**src/rtl/gpio_input_filter.sv**
```systemverilog
// GPIO pad input conditioning: synchronizer, debounce, and edge-event pulses per pin.
// Define GPIO_FILTER_IRQ_EN to add sticky pending bits and an interrupt output.
module gpio_input_filter #(
   parameter int unsigned WIDTH           = 4,
   parameter int unsigned SYNC_STAGES     = 2,
   parameter int unsigned DEBOUNCE_CYCLES = 16,
   localparam int unsigned CNT_W          =
      (DEBOUNCE_CYCLES > 0) ? $clog2(DEBOUNCE_CYCLES + 1) : 1
) (
   input  logic             io_clock,
   input  logic             io_reset,
   input  logic [WIDTH-1:0] io_pins_raw,
   input  logic [WIDTH-1:0] io_pins_writeEnable,
`ifdef GPIO_FILTER_IRQ_EN
   input  logic [WIDTH-1:0] io_irqClear,
   output logic             io_irq,
`endif
   output logic [WIDTH-1:0] io_pins_read,
   output logic [WIDTH-1:0] io_rise,
   output logic [WIDTH-1:0] io_fall
);

   logic [SYNC_STAGES-1:0][WIDTH-1:0] sync_q;
   logic [WIDTH-1:0]                  sync;
   logic [WIDTH-1:0]                  read_d, read_q;
   logic [WIDTH-1:0]                  rise_d, rise_q;
   logic [WIDTH-1:0]                  fall_d, fall_q;

   // Plain flop chain; stage 0 is the only one that sees the asynchronous pad level.
   always_ff @(posedge io_clock) begin
      if (io_reset) begin
         sync_q <= '0;
      end else begin
         sync_q <= {sync_q[SYNC_STAGES-2:0], io_pins_raw};
      end
   end

   assign sync = sync_q[SYNC_STAGES-1];

   if (DEBOUNCE_CYCLES == 0) begin : g_bypass
      assign read_d = sync;
   end else begin : g_debounce
      localparam logic [CNT_W-1:0] CntLast = CNT_W'(DEBOUNCE_CYCLES - 1);

      logic [WIDTH-1:0][CNT_W-1:0] cnt_d, cnt_q;

      always_comb begin
         cnt_d  = cnt_q;
         read_d = read_q;
         for (int i = 0; i < WIDTH; i++) begin
            if (sync[i] == read_q[i]) begin
               cnt_d[i] = '0;
            end else if (cnt_q[i] == CntLast) begin
               read_d[i] = sync[i];
               cnt_d[i]  = '0;
            end else begin
               cnt_d[i] = cnt_q[i] + 1'b1;
            end
         end
      end

      always_ff @(posedge io_clock) begin
         if (io_reset) begin
            cnt_q <= '0;
         end else begin
            cnt_q <= cnt_d;
         end
      end
   end

   // Events are computed from the level update itself so each pulse lines up with the new level.
   assign rise_d = read_d & ~read_q & ~io_pins_writeEnable;
   assign fall_d = ~read_d & read_q & ~io_pins_writeEnable;

   always_ff @(posedge io_clock) begin
      if (io_reset) begin
         read_q <= '0;
         rise_q <= '0;
         fall_q <= '0;
      end else begin
         read_q <= read_d;
         rise_q <= rise_d;
         fall_q <= fall_d;
      end
   end

   assign io_pins_read = read_q;
   assign io_rise      = rise_q;
   assign io_fall      = fall_q;

`ifdef GPIO_FILTER_IRQ_EN
   logic [WIDTH-1:0] pending_d, pending_q;
   logic             irq_q;

   // A new event on the same cycle as a clear keeps the pin pending.
   assign pending_d = (pending_q & ~io_irqClear) | rise_q | fall_q;

   always_ff @(posedge io_clock) begin
      if (io_reset) begin
         pending_q <= '0;
         irq_q     <= 1'b0;
      end else begin
         pending_q <= pending_d;
         irq_q     <= |pending_q;
      end
   end

   assign io_irq = irq_q;
`endif

endmodule

```
**config.mk**
```make
export PLATFORM = sky130hd
export DESIGN_NAME = gpio_input_filter
export DESIGN_NICKNAME = d
export VERILOG_FILES = /design/src/rtl/gpio_input_filter.sv
export SDC_FILE = /design/constraint.sdc
export NUM_CORES = 1
export LEC_CHECK = 0
export ABC_AREA = 1
export CORE_UTILIZATION = 45
export CTS_CLUSTER_DIAMETER = 50
export DETAILED_ROUTE_END_ITERATION = 10
export MAX_ROUTING_LAYER = met4
export PLACE_DENSITY = 0.68
export SKIP_LAST_GASP = 1
export SLEW_MARGIN = 40
export SYNTH_ARGS = -nofsm -noshare
export SYNTH_HDL_FRONTEND = slang
export SYNTH_SLANG_ARGS = --single-unit
export TNS_END_PERCENT = 100
```
**constraint.sdc**
```tcl
create_clock -name io_clock -period 1.5 [get_ports io_clock]
set_input_delay 0.3 -clock io_clock [delete_from_list [all_inputs] [get_ports io_clock]]
set_output_delay 0.3 -clock io_clock [all_outputs]
set_load 0.02 [all_outputs]
```
After elaboration in Yosys (flattened, before gate mapping)
Index checks and enable logic that the tools add are counted.
Word-level totals
  bits in registers: 40
  bits of input ports: 10
  logic and storage cells: 40
Operators by class
  add/subtract/negate cells: 4
  equality and inequality tests: 8
  mux-type cells: 8
  bitwise logic cells: 7
  reduce and logical (&&, ||, !) cells: 4
Operators by type and width (count)
  5-bit by 1-bit adder with 5-bit output (second input constant): 4
  5-bit by 4-bit equality test with 1-bit output (second input constant): 4
  4-bit bitwise AND: 4
  4-bit inverter: 3
  3-bit OR reduction: 4
  1-bit 2-to-1 mux: 8
  1-bit equality test: 4

Logic depth before layout (Yosys ltp)
  depth after elaboration: 6
  mapped depth: 7
  gate-level depth less buffers: 7

Least setup slack after synthesis
No wires, ideal clock.
  path type: flip-flop to flip-flop
  start point: register g_debounce.cnt_q[10] (netlist bit)
  end point: register g_debounce.cnt_q[13] (netlist bit)
  setup time: 0.070 ns
  data arrival time: 1.176 ns
  required time: 1.430 ns
  path slack: 0.254 ns
  cell stages (with the launch flop): 8
  path buffers: 0
  cells stage by stage: dfxtp_1 ha_1 nand2_1 nor2_1 ha_1 nor2_1 nand3_1 a21oi_1
Between the ends
  cells in the longest elaborated chain, start to end: 2
  elaborated cells between the ends (all ways): 3
  those cells by class: add/sub (1); eq/ne (1); reduce/logical (1)
RTL lines
  from (decl): RTL line 45  | logic [WIDTH-1:0][CNT_W-1:0] cnt_d, cnt_q;
  from (signal assigned): RTL line 66  | cnt_q <= cnt_d;
  branches (longest 2 deep; another with 5-bit by 1-bit adder with 5-bit output)
Several ways; the timed one is not identified.
A chain may end at the register's enable or synchronous reset.

Worst setup path after layout
Ends and elaborated chain as after synthesis.

==> reports/qor.csv <==
stage,metric,value,unit
logic_synthesis,synth-seq-area-share,54.84,%
power_and_ir_drop,p_leak,0.7349,nW
logic_synthesis,synth.top_cell.area_share,54.84,%
critical_path,r2r_setup_slack,0.09,ns
clock_tree,cts_tree,yes,
clock_tree,cts_inserted_buffers,5,
cells_and_area,fin_util,57.89,%
route,first_iter_violations,26,
cells_and_area,area_growth,22.02,%
logic_synthesis,synth_fp_nets,192,
route,drtAntennaViolNets,0,
route,wl,2.282,mm
logic_synthesis,synthTopCellsByArea,"dfxtp_1, nor2_1, inv_1",
power_and_ir_drop,p_per_area,950.5,nW/um^2
critical_path,path_class,reg -> reg,
critical_path,ff2ff_path_depth,7,
sta,setup_viol,0,
sta,whs,0.4097,ns
critical_path,worstSetupStartpointType,flip-flop,
floorplanning,die-area,3476,sq um
sta,maxSlewViolCount,0,
route,route.vias.total,1125,
run,maxCapViolCount,0,
logic_synthesis,syn_area,1460,sq um
sta,hold_viol_final,0,
route,vias_per_cell,4.573,
clock_tree,clk_latency,0.33,ns
critical_path,crit_path_start,g_debounce.cnt_q[10],
sta,period_needed,1.406,ns
critical_path,crit_fanout,5,
sta,worst_pin_slew,0.2161,ns
clock_tree,clk_pin_slew_worst_paths,0.11,ns
grt,track_usage,16.12,%
grt,grt_max_degree,25,
sta,min_period_over_period,93.75,%
clock_tree,ctsLongestPathBuffers,2,
floorplanning,ios,22,
grt,grt_pass1_vias,1062,
critical_path,rr_endpoint,g_debounce.cnt_q[13],
sta,fmax,711.1,MHz
sta,setup_ws,0.09382,ns
clock_tree,ctsResizeCount,12,
floorplanning,die_y,58.96,um
critical_path,critPathArrivalTime,1.67,ns
critical_path,crit_required,1.77,ns
logic_synthesis,synth_area_per_cell,8.392,sq um
clock_tree,cts.sink_count,40,
clock_tree,htree_levels,2,
critical_path,timing.rr.start,g_debounce.cnt_q[10],
power_and_ir_drop,peakVddDrop,0.5636,mV
grt,globalRouteOverflowTotal,0,
cells_and_area,drive_above_1_share,4.950,%
grt,antenna_found_initial,0,
grt,grt_pass1_wl,3.967,mm
outcome,status,completed,
logic_synthesis,yosys_warnings,0,
power_and_ir_drop,power,0.001694,W
place,dp_hpwl,1.646,mm
logic_synthesis,synth_cell_types,14,
place,place_ws,0.07512,ns
logic_synthesis,ys_ff_latch,40,
floorplanning,num_rows,20,
clock_tree,root_buffer,clkbuf_4,
route,drc,0,
worst_hold_path,hold_path.class,reg -> reg,
clock_tree,hold_buffers,0,
place,gp_congestion,0.7234,
cells_and_area,nets,219,
sta,slew_headroom,85.44,%
logic_synthesis,synthCells,174,
clock_tree,cts_setup_buffers,0,
floorplanning,core_area,3078,sq um
critical_path,cp-end-kind,flip-flop,
route,dr.pass1.iters,4,
route,wl_per_cell,9.276,um
sta,clock_skew,0.006644,ns
logic_synthesis,yosysTopAreaCell,dfxtp_1,
critical_path,endpoint,g_debounce.cnt_q[13],
cells_and_area,diodes,0,
floorplanning,initial_core_util,47.44,%
floorplanning,die_w,58.96,um
place,io_buffers,21,
power breakdown:
group	leakage, nW	switching (W)	internal, W
clock network	0.0326	0.000315	0.000232
registers	0.325	0.00000757	0.00108
logic	0.378	0.0000298	0.0000345
cells in the mapped netlist:
cell type and n:
a21oi_1 6, and2_1 4, buf_4 1, buf_6 1
dfxtp_1 40, ha_1 8, inv_1 28, nand2_1 20
nand3_1 10, nand4_1 4, nor2_1 36, nor3_1 8
o21ai_0 4, xnor2_1 4
registers in the layout, summed over array words and instances, names as in the netlist:
| register | cells |
|---|---|
| g_debounce.cnt_q | 20 |
| io_pins_read | 4 |
| io_fall | 4 |
| sync | 4 |
| sync_q | 4 |
| io_rise | 4 |
critical path, cell delays in order, from the launching register on:
cell and delay [ns]:
dfxtp_2 0.35, ha_1 0.23, nand2_1 0.08, nor2_1 0.05, ha_1 0.21, nor2_1 0.16, nand3_2 0.14, a21oi_1 0.13
kinds of logic (layout without fill, tap and decap cells):
| group | after synthesis | after routing | share of synthesized area, % |
|---|---|---|---|
| and+or+nand+nor | 82 | 82 | 23.99 |
| xor gates and xnor gates | 4 | 4 | 2.399 |
| buffers and inverters | 30 | 58 | 8.483 |
| AOI/OAI and AO/OA | 10 | 10 | 3.428 |
| adders and majority gates | 8 | 8 | 6.855 |
| DFF | 40 | 40 | 54.84 |
layout make-up:
class / count / area (sq um)
clock buffers: 8 / 58.81
fillers: 273 / 1296
inverters: 28 / 105.1
multi-input cells: 104 / 545.5
flip-flops and latches: 40 / 802.0
well taps: 44 / 55.05
repair buffers: 22 / 215.2
metal layers:
metal	global-route usage [%]	part of all wire, %	vias up	routed length, um
li1	-	-	598	-
met1	15.56	45	492	1021
met2	27.76	48	28	1090
met3	6.154	4.8	7	109
met4	8.503	2.6	0	60
met5	-	0	-	0
stage by stage:
stage	instance area (sq um)	setup TNS (ns)	cells
after detailed placement	1727	0	238
after floorplan	1460	0	174
after global placement	1727	0	238
final	1782	0	246
after CTS	1770	0	246
after global routing	1782	-0.01435	246
how the worst min path moves through the flow:
stage	startpoint	endpoint	slack (ns)	cells past startpoint
2_1_floorplan	io_pins_writeEnable[1]	io_rise[1]	0.38	1
6_report	sync_q[0]	sync[0]	0.41	2
5_1_grt	sync_q[2]	sync[2]	0.43	2
3_5_place_dp	sync_q[1]	sync[1]	0.39	2
4_1_cts	sync_q[0]	sync[0]	0.41	2
3_3_place_gp	sync_q[2]	sync[2]	0.39	2
layout by cell type, fill, tap and decap left out:
cell	netlist	routed
dfxtp_1	40	39
nor2_1	36	36
inv_1	28	28
nand2_1	20	20
dlygate4sd2_1	0	12
clkdlybuf4s50_1	0	9
nand3_1	10	8
nor3_1	8	8
ha_1	8	8
a21oi_1	6	6
clkbuf_4	0	5
o21ai_0	4	4
and2_1	4	4
nand4_1	4	4
xnor2_1	4	4
nand3_2	0	2
clkbuf_1	0	2
clkbuf_8	0	1
dfxtp_2	0	1
buf_12	0	1
Note: power is estimated with default switching activity, not from simulation.
